**src/rtl/spi_rx_axis_master.sv**
```systemverilog
// SPI mode-0 receiver (MSB first, ss active-low) feeding an AXI4-Stream master through a small FIFO.
// sclk/mosi/ss are asynchronous to M_AXIS_ACLK and are oversampled; each width-bit word becomes a
// single-beat AXIS packet.
module spi_rx_axis_master #(
  parameter int unsigned width                = 8,
  parameter int unsigned C_M_AXIS_TDATA_WIDTH = 32,
  parameter int unsigned FIFO_DEPTH           = 4
) (
  input  logic                                M_AXIS_ACLK,
  input  logic                                M_AXIS_ARESETN,
  input  logic                                sclk,
  input  logic                                mosi,
  input  logic                                ss,
  output logic                                M_AXIS_TVALID,
  output logic [C_M_AXIS_TDATA_WIDTH-1:0]     M_AXIS_TDATA,
  output logic [(C_M_AXIS_TDATA_WIDTH/8)-1:0] M_AXIS_TSTRB,
  output logic                                M_AXIS_TLAST,
  input  logic                                M_AXIS_TREADY,
  output logic                                overrun,
  output logic                                frame_err
);

  localparam int unsigned CntW = $clog2(width + 1);
  localparam int unsigned PtrW = (FIFO_DEPTH > 1) ? $clog2(FIFO_DEPTH) : 1;
  localparam int unsigned OccW = $clog2(FIFO_DEPTH + 1);

  // Synchroniser chains; bit 2 of sclk/ss is only used for edge detection
  logic [2:0] sclk_sync_q;
  logic [1:0] mosi_sync_q;
  logic [2:0] ss_sync_q;

  // Receiver state
  logic [width-1:0] shift_q;
  logic [CntW-1:0]  cnt_q;
  logic             push_q;
  logic [width-1:0] push_data_q;

  // FIFO state
  logic [width-1:0] mem_q [FIFO_DEPTH];
  logic [PtrW-1:0]  wr_ptr_q;
  logic [PtrW-1:0]  rd_ptr_q;
  logic [OccW-1:0]  occ_q;

  logic             sclk_rise;
  logic             ss_rise;
  logic             ss_active;
  logic             last_bit;
  logic [width:0]   shift_ext;
  logic [width-1:0] shift_next;
  logic             full;
  logic             pop;
  logic             do_push;

  assign sclk_rise  = sclk_sync_q[1] & ~sclk_sync_q[2];
  assign ss_rise    = ss_sync_q[1] & ~ss_sync_q[2];
  assign ss_active  = ~ss_sync_q[1];
  assign last_bit   = (cnt_q == CntW'(width - 1));
  // Built one bit wider so width=1 needs no special-case slice
  assign shift_ext  = {shift_q, mosi_sync_q[1]};
  assign shift_next = shift_ext[width-1:0];

  assign full    = (occ_q == OccW'(FIFO_DEPTH));
  assign pop     = M_AXIS_TVALID & M_AXIS_TREADY;
  // A full FIFO still accepts a word when the head leaves in the same cycle
  assign do_push = push_q & (~full | pop);

  assign M_AXIS_TVALID = (occ_q != '0);
  assign M_AXIS_TDATA  = M_AXIS_TVALID ? C_M_AXIS_TDATA_WIDTH'(mem_q[rd_ptr_q]) : '0;
  assign M_AXIS_TSTRB  = '1;
  assign M_AXIS_TLAST  = M_AXIS_TVALID;

  // Two/three-flop synchronisers, reset to the idle bus state
  always_ff @(posedge M_AXIS_ACLK or negedge M_AXIS_ARESETN) begin
    if (!M_AXIS_ARESETN) begin
      sclk_sync_q <= 3'b000;
      mosi_sync_q <= 2'b00;
      ss_sync_q   <= 3'b111;
    end else begin
      sclk_sync_q <= {sclk_sync_q[1:0], sclk};
      mosi_sync_q <= {mosi_sync_q[0], mosi};
      ss_sync_q   <= {ss_sync_q[1:0], ss};
    end
  end

  // Bit sampling, word assembly and partial-frame detection
  always_ff @(posedge M_AXIS_ACLK or negedge M_AXIS_ARESETN) begin
    if (!M_AXIS_ARESETN) begin
      shift_q     <= '0;
      cnt_q       <= '0;
      push_q      <= 1'b0;
      push_data_q <= '0;
      frame_err   <= 1'b0;
    end else begin
      push_q    <= 1'b0;
      frame_err <= 1'b0;
      if (sclk_rise && ss_active) begin
        shift_q <= shift_next;
        if (last_bit) begin
          cnt_q       <= '0;
          push_q      <= 1'b1;
          push_data_q <= shift_next;
        end else begin
          cnt_q <= cnt_q + 1'b1;
        end
      end else if (ss_rise) begin
        frame_err <= (cnt_q != '0);
        cnt_q     <= '0;
      end
    end
  end

  // FIFO pointers, occupancy and sticky overrun flag
  always_ff @(posedge M_AXIS_ACLK or negedge M_AXIS_ARESETN) begin
    if (!M_AXIS_ARESETN) begin
      wr_ptr_q <= '0;
      rd_ptr_q <= '0;
      occ_q    <= '0;
      overrun  <= 1'b0;
    end else begin
      if (do_push) wr_ptr_q <= wr_ptr_q + 1'b1;
      if (pop)     rd_ptr_q <= rd_ptr_q + 1'b1;
      case ({do_push, pop})
        2'b10:   occ_q <= occ_q + 1'b1;
        2'b01:   occ_q <= occ_q - 1'b1;
        default: occ_q <= occ_q;
      endcase
      if (push_q && full && !pop) overrun <= 1'b1;
    end
  end

  // FIFO storage; contents are don't-care until written, TDATA is masked while empty
  always_ff @(posedge M_AXIS_ACLK) begin
    if (do_push) mem_q[wr_ptr_q] <= push_data_q;
  end

endmodule
```
**config.mk**
```make
export PLATFORM = sky130hd
export DESIGN_NAME = spi_rx_axis_master
export DESIGN_NICKNAME = d
export VERILOG_FILES = /design/src/rtl/spi_rx_axis_master.sv
export SDC_FILE = /design/constraint.sdc
export NUM_CORES = 1
export LEC_CHECK = 0
export BUFFER_PORTS_ARGS = -buffer_cell sky130_fd_sc_hd__buf_2
export CORE_MARGIN = 4
export CORE_UTILIZATION = 63
export CTS_BUF_LIST = sky130_fd_sc_hd__clkbuf_8
export DETAILED_ROUTE_END_ITERATION = 16
export PLACE_DENSITY = 0.92
export SKIP_LAST_GASP = 1
export SYNTH_ARGS = -nofsm -noshare
export SYNTH_HDL_FRONTEND = slang
export SYNTH_SLANG_ARGS = --single-unit
```
**constraint.sdc**
```tcl
create_clock -name M_AXIS_ACLK -period 5.7 [get_ports M_AXIS_ACLK]
set_clock_uncertainty 0.2 [all_clocks]
set_input_delay 0 -clock M_AXIS_ACLK [delete_from_list [all_inputs] [get_ports M_AXIS_ACLK]]
set_output_delay 0 -clock M_AXIS_ACLK [all_outputs]
set_load 0.02 [all_outputs]
```
==> out/metrics.cfg <==
[sta]
setup_slack_ps = 3136
rsz0062_at_grt = false
timing.slew.headroom_pct = 47.24
fin_crit_sh_pct = 44.99
timing.final.crit_period_ps = 2564
hold_violations = 0
worst_pin_slew_ps = 791.3
finalSetupViolations = 0
final-max-slew-violation-count = 0
tns_ps = 0
max_freq_mhz = 390.0

[place]
dpl.hpwl_um = 2997
portBuffers = 17
pre_cts_ws_ps = 3162
finalWeightedCongestion = 0.6813

[route]
drtPass1Iterations = 4
drtAntennaViolNets = 0
viasPerCell = 5.260
routedWlPerCell_um = 14.78
drt_iter0_drc = 108
wl_um = 4433
route.detailed.drc = 0
vias = 1578

[floorplan]
die_h_um = 77.17
die_w_um = 77.17
start_util_pct = 66.92
num_rows = 24
pin_count = 46
design.core.area_um2 = 4504
die-area_um2 = 5955

[logic_synthesis]
synthAdderAreaFrac_pct = 3.155
synth-warning-count = 0
syn_inst = 219
syn_area_per_cell_um2 = 13.76
synthesis.area_um2 = 3014
synth_top_family_by_area = simple AND/OR/NAND/NOR gates
yosysSeqAreaShare_pct = 62.72
synth-xor-area-share_pct = 1.453
synth-seq-cells = 69
synth_compound_area_share_pct = 3.445
yosysUniqueCellTypes = 38
muxShareOfSynthArea_pct = 9.672
synthSimpleGateAreaFrac_pct = 9.963

[global_route]
overflow = 0
track_usage_pct = 17.47
grt_pass1_vias = 1609
antenna_found_initial = 0
grt_pass1_wl_um = 7935
grt_max_degree = 38

[critical_path]
reg2reg_setup_slack_ps = 3140
arrival_ps = 2590
cpLargestDelayFamily = simple AND/OR/NAND/NOR gates
crit_chain = or3_1, nand3_1, fa_1, or3b_2, a32o_1, a21o_1
worstSetupPathType = register to register
reg2reg_depth = 6
cp-end-kind = register
required_ps = 5720
crit_start = occ_q[2]
cp-start-kind = register
slowest_stage = or3b_2
critical_path_buf_inv_count = 0
crit_fanout = 13
r2r_start = occ_q[2]
cpPeakStageDelay_ps = 480
r2r_end = occ_q[2]

[finish]
antenna_cells = 0
final-seq-area_um2 = 1891
fin_util_pct = 71.47
syn_to_final_growth_pct = 6.808
drive_gt1_share_pct = 20.56
nets = 256
nFillCells = 296
multi_input_area_um2 = 939.7

[power_and_ir_drop]
peakVddDrop_mv = 0.1937
p_leak_nw = 1.488
power_mw = 1.158
p_per_area_nw_per_um2 = 359.7

[clock_network]
cts_max_path_buffers = 2
cts_tree = yes
cts_sinks = 69
insertion_delay_ps = 330
clkTransAtPathRegs_ps = 70
post_cts_resized = 0
cts-root-buf = clkbuf_8
cts_buffers = 9
cts-htree-levels = 3

[run]
drv_cap = 0

[status]
outcome = complete, no violations

[worst_hold_path]
min_path_type = primary input to asynchronous set/reset pin

## Yosys cell counts
library cell | count | area share, %
nand2_1 | 28 | 3.5
nor2b_1 | 1 | 0.21
o211ai_1 | 1 | 0.25
clkbuf_1 | 3 | 0.37
dfrtp_1 | 34 | 28
mux4_2 | 8 | 6.0
nor3b_2 | 1 | 0.42
or3_1 | 1 | 0.21
and2_1 | 12 | 2.5
o41ai_1 | 2 | 0.58
mux2_2 | 9 | 3.4
a41o_1 | 1 | 0.33
a21o_1 | 1 | 0.25
nor3_4 | 1 | 0.54
dfstp_2 | 3 | 2.6
a21boi_0 | 1 | 0.25
mux2i_1 | 1 | 0.33
nor2_1 | 4 | 0.50
o21ai_0 | 4 | 0.66
edfxtp_1 | 32 | 32
buf_2 | 3 | 0.50
o31ai_1 | 1 | 0.25
nand3_1 | 5 | 0.83
or3b_4 | 1 | 0.37
ha_1 | 6 | 2.5
xor2_1 | 1 | 0.29
a21oi_1 | 2 | 0.33
nand2b_1 | 1 | 0.21
nand3b_1 | 1 | 0.25
or3b_2 | 1 | 0.29
inv_1 | 10 | 1.2
buf_4 | 29 | 7.2
fa_1 | 1 | 0.66
a31oi_1 | 1 | 0.21
conb_1 | 2 | 0.25
nor3_1 | 1 | 0.17
xnor2_1 | 4 | 1.2
a32o_1 | 1 | 0.33
## cell type report
cell class / instances / share of cell area [%]
Clock buffer: 9 / 3.848
Clock inverter: 7 / 0.8550
Inverter: 10 / 1.166
Multi-Input combinational cell: 131 / 29.19
Sequential cell: 69 / 58.73
Tap cell: 52 / 2.021
Timing Repair Buffer: 22 / 4.197
## per-layer routing
layer | track usage [%] | routed length (um)
met5 | 0 | 0
met3 | 4.567 | 262
met2 | 28.15 | 2239
met1 | 21.71 | 1860
met4 | 9.075 | 71
## power by group
group / leakage (nW) / total (mW) / internal, mW / switching (mW)
Clock: 0.0931 / 0.308 / 0.148 / 0.160
Sequential: 0.823 / 0.608 / 0.552 / 0.0569
Combinational: 0.573 / 0.242 / 0.108 / 0.134
Total: 1.49 / 1.16 / 0.807 / 0.351
## stage by stage
step	hold WS [ps]	instances	area (um^2)
2_1_floorplan	-495.6	245	3112
3_3_place_gp	-94.16	279	3018
3_5_place_dp	-93.34	279	3018
4_1_cts	93.66	300	3219
5_1_grt	116.6	300	3219
6_report	98.26	300	3219
## flip-flops by register name, indices dropped and copies added (netlist names)
signal	flops
frame_err	1
cnt_q	4
push_q	1
push_data_q	8
wr_ptr_q	2
occ_q	3
overrun	1
rd_ptr_q	2
mem_q	32
sclk_sync_q	3
shift_q	7
mosi_sync_q	2
ss_sync_q	3
## worst register-to-register path: stages, from the launching register on
cell     delay, ps
dfrtp_1        440
or3_1          330
nand3_1        150
fa_1           430
or3b_2         480
a32o_1         260
a21o_1         150
## cells by family (layout without fill, tap and decap cells)
| group | count (synthesis) | after routing |
|---|---|---|
| AO/OA/AOI/OAI | 15 | 15 |
| buffers and inverters | 45 | 48 |
| AND/OR/NAND/NOR | 58 | 58 |
| flip-flops | 69 | 69 |
| adder cells (fa/ha/maj) | 7 | 7 |
| multiplexers | 18 | 18 |
| other | 2 | 28 |
| XOR/XNOR | 5 | 5 |
## worst max-delay path by stage
| stage | end | slack (ps) | cells past startpoint |
|---|---|---|---|
| 2_1_floorplan | occ_q[2] | 3100 | 7 |
| 5_1_grt | occ_q[2] | 2980 | 6 |
| 6_report | occ_q[2] | 3140 | 6 |
| 4_1_cts | occ_q[2] | 3120 | 6 |
| 3_3_place_gp | occ_q[2] | 3250 | 6 |
| 3_5_place_dp | occ_q[2] | 3160 | 6 |
## placed cells by master (no fill, tap or decap), types with 3 or more instances in the layout
| cell type | count |
|---|---|
| and2_1 | 12 |
| buf_2 | 17 |
| clkbuf_8 | 9 |
| conb_1 | 28 |
| dfrtp_1 | 34 |
| dfstp_2 | 3 |
| dlygate4sd3_1 | 5 |
| edfxtp_1 | 32 |
| ha_1 | 6 |
| inv_1 | 14 |
| mux2_2 | 9 |
| mux4_2 | 8 |
| nand2_1 | 28 |
| nand3_1 | 5 |
| nor2_1 | 4 |
| o21ai_0 | 4 |
| xnor2_1 | 4 |
## timing repair
item,4_1_cts,5_1_grt
setup buffers,0,0
endpoints found under the hold margin,45,0
hold buffers,5,0
Note: power is estimated with default switching activity, not from simulation.
